--- src/rtl/apu_pkg.sv ---
// Shared definitions for the APU channel register blocks: register offsets, read-back
// constants and the DAC-enable test on an NRx2 envelope byte.
package apu_pkg;

  typedef enum logic [1:0] {
    NR41 = 2'd0,
    NR42 = 2'd1,
    NR43 = 2'd2,
    NR44 = 2'd3
  } reg_offset_t;

  // Write-only bits read back as 1s.
  localparam logic [7:0] RD_NR41_VAL = 8'hFF;
  localparam logic [7:0] RD_NR44_OR  = 8'hBF;
  localparam logic [7:0] RD_GATED    = 8'hFF;

  // Takes NRx2[7:3]; the DAC is powered whenever any of these bits is set.
  function automatic logic dac_on(input logic [4:0] env_hi);
    return |env_hi;
  endfunction

endpackage

--- src/rtl/length_counter.sv ---
// Channel length counter: loads 2**LEN_W - value, reloads full scale when triggered at zero,
// and counts down on enabled ticks, flagging the tick that reaches zero.
module length_counter #(
  parameter int unsigned LEN_W = 6
) (
  input  logic             clock,
  input  logic             reset,
  input  logic             clear,
  input  logic             load,
  input  logic [LEN_W-1:0] load_val,
  input  logic             reload,
  input  logic             tick,
  input  logic             enable,
  output logic             expired
);

  localparam logic [LEN_W:0] FULL = {1'b1, {LEN_W{1'b0}}};
  localparam logic [LEN_W:0] ONE  = {{LEN_W{1'b0}}, 1'b1};
  localparam logic [LEN_W:0] ZERO = '0;

  logic [LEN_W:0] count_q, count_d;

  always_comb begin
    count_d = count_q;
    if (clear) begin
      count_d = ZERO;
    end else if (load) begin
      count_d = FULL - {1'b0, load_val};
    end else if (reload && (count_q == ZERO)) begin
      count_d = FULL;
    end else if (tick && enable && (count_q != ZERO)) begin
      count_d = count_q - ONE;
    end
  end

  assign expired = !clear && !load && tick && enable && (count_q == ONE);

  always_ff @(posedge clock or posedge reset) begin
    if (reset) begin
      count_q <= ZERO;
    end else begin
      count_q <= count_d;
    end
  end

endmodule

--- src/rtl/ch4_register_interface.sv ---
// Noise channel register file (NR41..NR44) with length counter and trigger strobe.
// Optional SOUND_MASTER_GATE_EN adds a sound_on input that holds everything in reset.
module ch4_register_interface
  import apu_pkg::*;
#(
  parameter int unsigned LEN_W    = 6,
  parameter logic [7:0]  NR42_RST = 8'h00
) (
  input  logic       clock,
  input  logic       reset,
`ifdef SOUND_MASTER_GATE_EN
  input  logic       sound_on,
`endif
  input  logic       wr_en,
  input  logic       rd_en,
  input  logic [1:0] addr,
  input  logic [7:0] wr_data,
  output logic [7:0] rd_data,
  input  logic       length_tick,
  output logic [7:0] NRx2,
  output logic [7:0] NRx3,
  output logic       trigger,
  output logic       channel_on
);

  logic gate_open;
`ifdef SOUND_MASTER_GATE_EN
  assign gate_open = sound_on;
`else
  assign gate_open = 1'b1;
`endif

  logic [7:0] nrx2_q, nrx2_d, nrx3_q, nrx3_d, rd_data_q, rd_data_d;
  logic       len_en_q, len_en_d, trigger_q, trigger_d, channel_on_q, channel_on_d;
  logic       wr_nr41, wr_nr42, wr_nr43, wr_nr44, trig_accept, tick_eff, len_expired;
  reg_offset_t off;

  assign off         = reg_offset_t'(addr);
  assign wr_nr41     = wr_en && gate_open && (off == NR41);
  assign wr_nr42     = wr_en && gate_open && (off == NR42);
  assign wr_nr43     = wr_en && gate_open && (off == NR43);
  assign wr_nr44     = wr_en && gate_open && (off == NR44);
  assign trig_accept = wr_nr44 && wr_data[7] && dac_on(nrx2_q[7:3]);
  // NR41/NR44 writes take priority over the frame-sequencer tick.
  assign tick_eff    = length_tick && gate_open && !wr_nr41 && !wr_nr44;

  length_counter #(
    .LEN_W(LEN_W)
  ) u_len (
    .clock   (clock),
    .reset   (reset),
    .clear   (!gate_open),
    .load    (wr_nr41),
    .load_val(wr_data[LEN_W-1:0]),
    .reload  (trig_accept),
    .tick    (tick_eff),
    .enable  (len_en_q),
    .expired (len_expired)
  );

  always_comb begin
    nrx2_d       = nrx2_q;
    nrx3_d       = nrx3_q;
    len_en_d     = len_en_q;
    trigger_d    = trig_accept;
    channel_on_d = channel_on_q;
    rd_data_d    = rd_data_q;

    if (wr_nr42) nrx2_d = wr_data;
    if (wr_nr43) nrx3_d = wr_data;
    if (wr_nr44) len_en_d = wr_data[6];

    if (len_expired) channel_on_d = 1'b0;
    if (wr_nr42 && !dac_on(wr_data[7:3])) channel_on_d = 1'b0;
    if (trig_accept) channel_on_d = 1'b1;

    // Reads sample the pre-write register values.
    if (rd_en) begin
      if (!gate_open) begin
        rd_data_d = RD_GATED;
      end else begin
        unique case (off)
          NR41:    rd_data_d = RD_NR41_VAL;
          NR42:    rd_data_d = nrx2_q;
          NR43:    rd_data_d = nrx3_q;
          NR44:    rd_data_d = RD_NR44_OR | {1'b0, len_en_q, 6'b0};
          default: rd_data_d = RD_NR41_VAL;
        endcase
      end
    end

    if (!gate_open) begin
      nrx2_d       = NR42_RST;
      nrx3_d       = 8'h00;
      len_en_d     = 1'b0;
      trigger_d    = 1'b0;
      channel_on_d = 1'b0;
    end
  end

  always_ff @(posedge clock or posedge reset) begin
    if (reset) begin
      nrx2_q       <= NR42_RST;
      nrx3_q       <= 8'h00;
      rd_data_q    <= 8'h00;
      len_en_q     <= 1'b0;
      trigger_q    <= 1'b0;
      channel_on_q <= 1'b0;
    end else begin
      nrx2_q       <= nrx2_d;
      nrx3_q       <= nrx3_d;
      rd_data_q    <= rd_data_d;
      len_en_q     <= len_en_d;
      trigger_q    <= trigger_d;
      channel_on_q <= channel_on_d;
    end
  end

  assign NRx2       = nrx2_q;
  assign NRx3       = nrx3_q;
  assign rd_data    = rd_data_q;
  assign trigger    = trigger_q;
  assign channel_on = channel_on_q;

endmodule
--- config.mk ---
export PLATFORM = sky130hd
export DESIGN_NAME = ch4_register_interface
export DESIGN_NICKNAME = d
export VERILOG_FILES = /design/src/rtl/apu_pkg.sv /design/src/rtl/length_counter.sv /design/src/rtl/ch4_register_interface.sv
export SDC_FILE = /design/constraint.sdc
export NUM_CORES = 1
export LEC_CHECK = 0
export BUFFER_PORTS_ARGS = -buffer_cell sky130_fd_sc_hd__buf_4
export CORE_MARGIN = 4
export CORE_UTILIZATION = 45
export CTS_CLUSTER_SIZE = 25
export DETAILED_ROUTE_END_ITERATION = 16
export PLACE_DENSITY = 0.68
export SYNTH_ARGS = -nofsm -noshare
export SYNTH_HDL_FRONTEND = slang
export SYNTH_SLANG_ARGS = --single-unit
--- constraint.sdc ---
create_clock -name clock -period 2.1 [get_ports clock]
set_input_delay 0.525 -clock clock [delete_from_list [all_inputs] [get_ports clock]]
set_output_delay 0.525 -clock clock [all_outputs]
set_load 0.02 [all_outputs]
==> results_dict.tcl <==
set metrics [dict create \
    synth_edf_count 0 \
    cts_inserted_buffers 5 \
    final.setup.worst_slack_ns 0.182 \
    muxShareOfSynthArea_pct 9.31 \
    setup_viol 0 \
    synth-warning-count 0 \
    avgViaCountPerCell 5.79 \
    fmaxAchievable_mhz 521 \
    io-pin-count 41 \
    post-cts-setup-buffer-count 0 \
    power_frac_clock_pct 26.2 \
    largest_family_of_logic_cells_by_synthesized_area "compound AO/OA/AOI/OAI gates" \
    maximum_number_of_pins_on_one_net_before_global_route_repair 35 \
    grt_setup_unrepaired "false" \
    ys_async_sr_fraction_pct 100 \
    clock-skew-final_ns 0.00574 \
    post_synthesis_net_count 188 \
    min_period_over_period_pct 91.3 \
    status "completed" \
    cts_tree "yes" \
    seq_power_share_pct 41.3 \
    switching_share_pct 34.4 \
    antenna_found_initial 0 \
    num_vias 1517 \
    timing.hold.worst.class "in2async" \
    netlist-cell-type-count 45 \
    numClockSinks 34 \
    clock-root-buffer "sky130_fd_sc_hd__clkbuf_8" \
    cts.reportedPaths.clkPinSlew_ns 0.07 \
    wire_per_inst_um 16.6 \
    synthXorXnorAreaFrac_pct 1.47 \
    cts-resized-gates 0 \
    drv.max_cap_violation_count 0 \
    insertion_delay_ns 0.29 \
    tns_ns 0 \
    synth_fa_ha_area_share_pct 2.10 \
    floorplan.initialDensity_pct 47.8 \
    syn-cell-area_um2 1790 \
    p_int_mw 1.50 \
    overflow 0 \
    yosysSeqAreaShare_pct 47.6 \
    leakagePower_nw 1.02 \
    core_area_um2 3740 \
    drtPass1Iterations 4 \
    synth_simple_gate_area_share_pct 15.6 \
    antenna_cells_inserted 0 \
    drt_iter0_drc 100 \
    critPathArrivalTime_ns 2.13 \
    design.final.nets 231 \
    ctsHoldBuffers 0 \
    grtUsageTotal_pct 18.9 \
    power_per_cell_area_nw_per_um2 1020 \
    post-place-ws_ns 0.219 \
    drive_above_1_share_pct 32.2 \
    layout-area-overhead-vs-synth_pct 25.8 \
    timing.hold.ws_ns 0.329 \
    report.final.hold_viol_count 0 \
    max-vdd-ir-drop_mv 0.551 \
    die_w_um 71.0 \
    post_synth_inst_count 170 \
    reg2regPathDepth 4 \
    detailedPlacementHpwl_mm 3.23 \
    worst_slew_pin_slew_ns 0.470 \
    syn_avg_cell_area_um2 10.5 \
    final-max-slew-violation-count 0 \
    grt_pass1_wl_mm 7.57 \
    slew-limit-headroom_pct 68.3 \
    drc_errors 0 \
    crit_path_start_kind "flop" \
    required_ns 2.31 \
    fin_crit_ns 1.92 \
    die_height_um 71.0 \
    crit_type "reg2reg" \
    critical_path.endpoint_type "flop" \
    yosys_register_bits 34 \
    routed_wirelength_mm 4.35 \
    postSynth.topFlopCell "sky130_fd_sc_hd__dfrtp_1" \
    number_of_global_route_vias_before_repair 1542 \
    placement_rows 22 \
    io_buffer_count 40 \
    p_sw_mw 0.787 \
    synth_compound_gate_area_share_pct 18.3 \
    h-tree-depth 2 \
    largest_fanout_of_any_net_on_the_critical_path 5 \
    die-area_um2 5050 \
    clk_path_buf_depth 2 \
    postRouteAntennaNets 0 \
    power_frac_comb_pct 32.5 \
    place_congestion 0.977 \
]
-- layout by cell type (no fill, tap or decap), drive strengths merged, types with 2 or more instances in the layout --
cell,n
buf,43
dfrtp,34
inv,16
o21ai,14
mux2,13
nand2,10
o221ai,7
nor2,6
nor3,5
clkbuf,5
or4,4
nor3b,4
nor2b,3
a211oi,3
or3,3
o211ai,3
ha,3
and3,3
nor4,2
o2111ai,2
nand3,2
a21oi,2
mux2i,2
nand2b,2
xnor2,2
clkinvlp,2
-- area by class of cell --
cell class / count / area, µm²
timing repair buffer: 43 / 323
fill: 339 / 1490
inverter: 16 / 60.1
tap: 48 / 60.1
clock inverter: 3 / 45.0
clock buffer: 5 / 68.8
multi-input combinational: 113 / 842
sequential: 34 / 851
-- metal layers --
| layer | up-vias | part of all wire (%) | track usage, % |
|---|---|---|---|
| li1 | 717 | - | - |
| met1 | 736 | 44 | 26.2 |
| met2 | 57 | 47 | 28.3 |
| met3 | 7 | 7.2 | 6.25 |
| met4 | 0 | 1.4 | 5.22 |
| met5 | - | 0 | 0 |
-- critical path, stage by stage, from the launching register on --
cell and delay, ns:
sky130_fd_sc_hd__dfrtp_1 0.43, sky130_fd_sc_hd__or4_1 0.61, sky130_fd_sc_hd__o2111ai_1 0.44, sky130_fd_sc_hd__o2111ai_1 0.19, sky130_fd_sc_hd__nor3_1 0.16
-- stage by stage --
| stage | instances | power, mW | area (µm²) | util, % |
|---|---|---|---|---|
| after floorplan | 170 | 1.39 | 1790 | - |
| after global placement | 254 | 1.65 | 2130 | 56.9 |
| after detailed placement | 254 | 1.68 | 2130 | 56.9 |
| after CTS | 262 | 2.28 | 2240 | 59.9 |
| after global routing | 262 | 2.43 | 2250 | 60.1 |
| final | 262 | 2.29 | 2250 | 60.1 |
-- sequential cells by signal, summed over array words and instances (netlist names) --
name,cells
NRx2,8
NRx3,8
rd_data,8
u_len.count_q,7
channel_on,1
len_en_q,1
trigger,1
-- power by group through the flow --
stage	logic [mW]	registers, mW	clock network [mW]
after floorplan	0.382	1.01	0
after global placement	0.713	0.936	0
after detailed placement	0.734	0.946	0
after CTS	0.737	0.935	0.612
after global routing	0.813	0.969	0.646
final	0.742	0.944	0.599
-- worst paths after layout --
path	startpoint	to	slack, ns
setup / recovery	NRx2[5]	u_len.count_q[4]	0.18
hold / removal	reset	NRx3[7]	0.33
setup reg to reg	NRx2[5]	u_len.count_q[4]	0.18
hold reg to reg	NRx3[1]	NRx3[1]	0.53
max in group asynchronous	reset	NRx3[4]	1.47
min in group clock	wr_data[6]	NRx2[6]	0.50
-- synthesized netlist by cell type (all sizes together) (4+ instances only) --
cell,count,area [µm²]
clkbuf,5,18.8
inv,16,60.1
nor3,5,25.0
mux2,13,146
nor3b,4,35.0
nand2,10,37.5
o221ai,7,61.3
dfrtp,34,851
or4,4,30.0
nor2,6,22.5
o21ai,14,70.1
-- cell families after synthesis --
kind of cell,after synthesis
buffers and inverters,23
XOR/XNOR,3
adder cells (fa/ha/maj),3
AND/OR/NAND/NOR,48
flip-flops,34
AO/OA/AOI/OAI,44
multiplexers,15
Note: power is estimated with default switching activity, not from simulation.
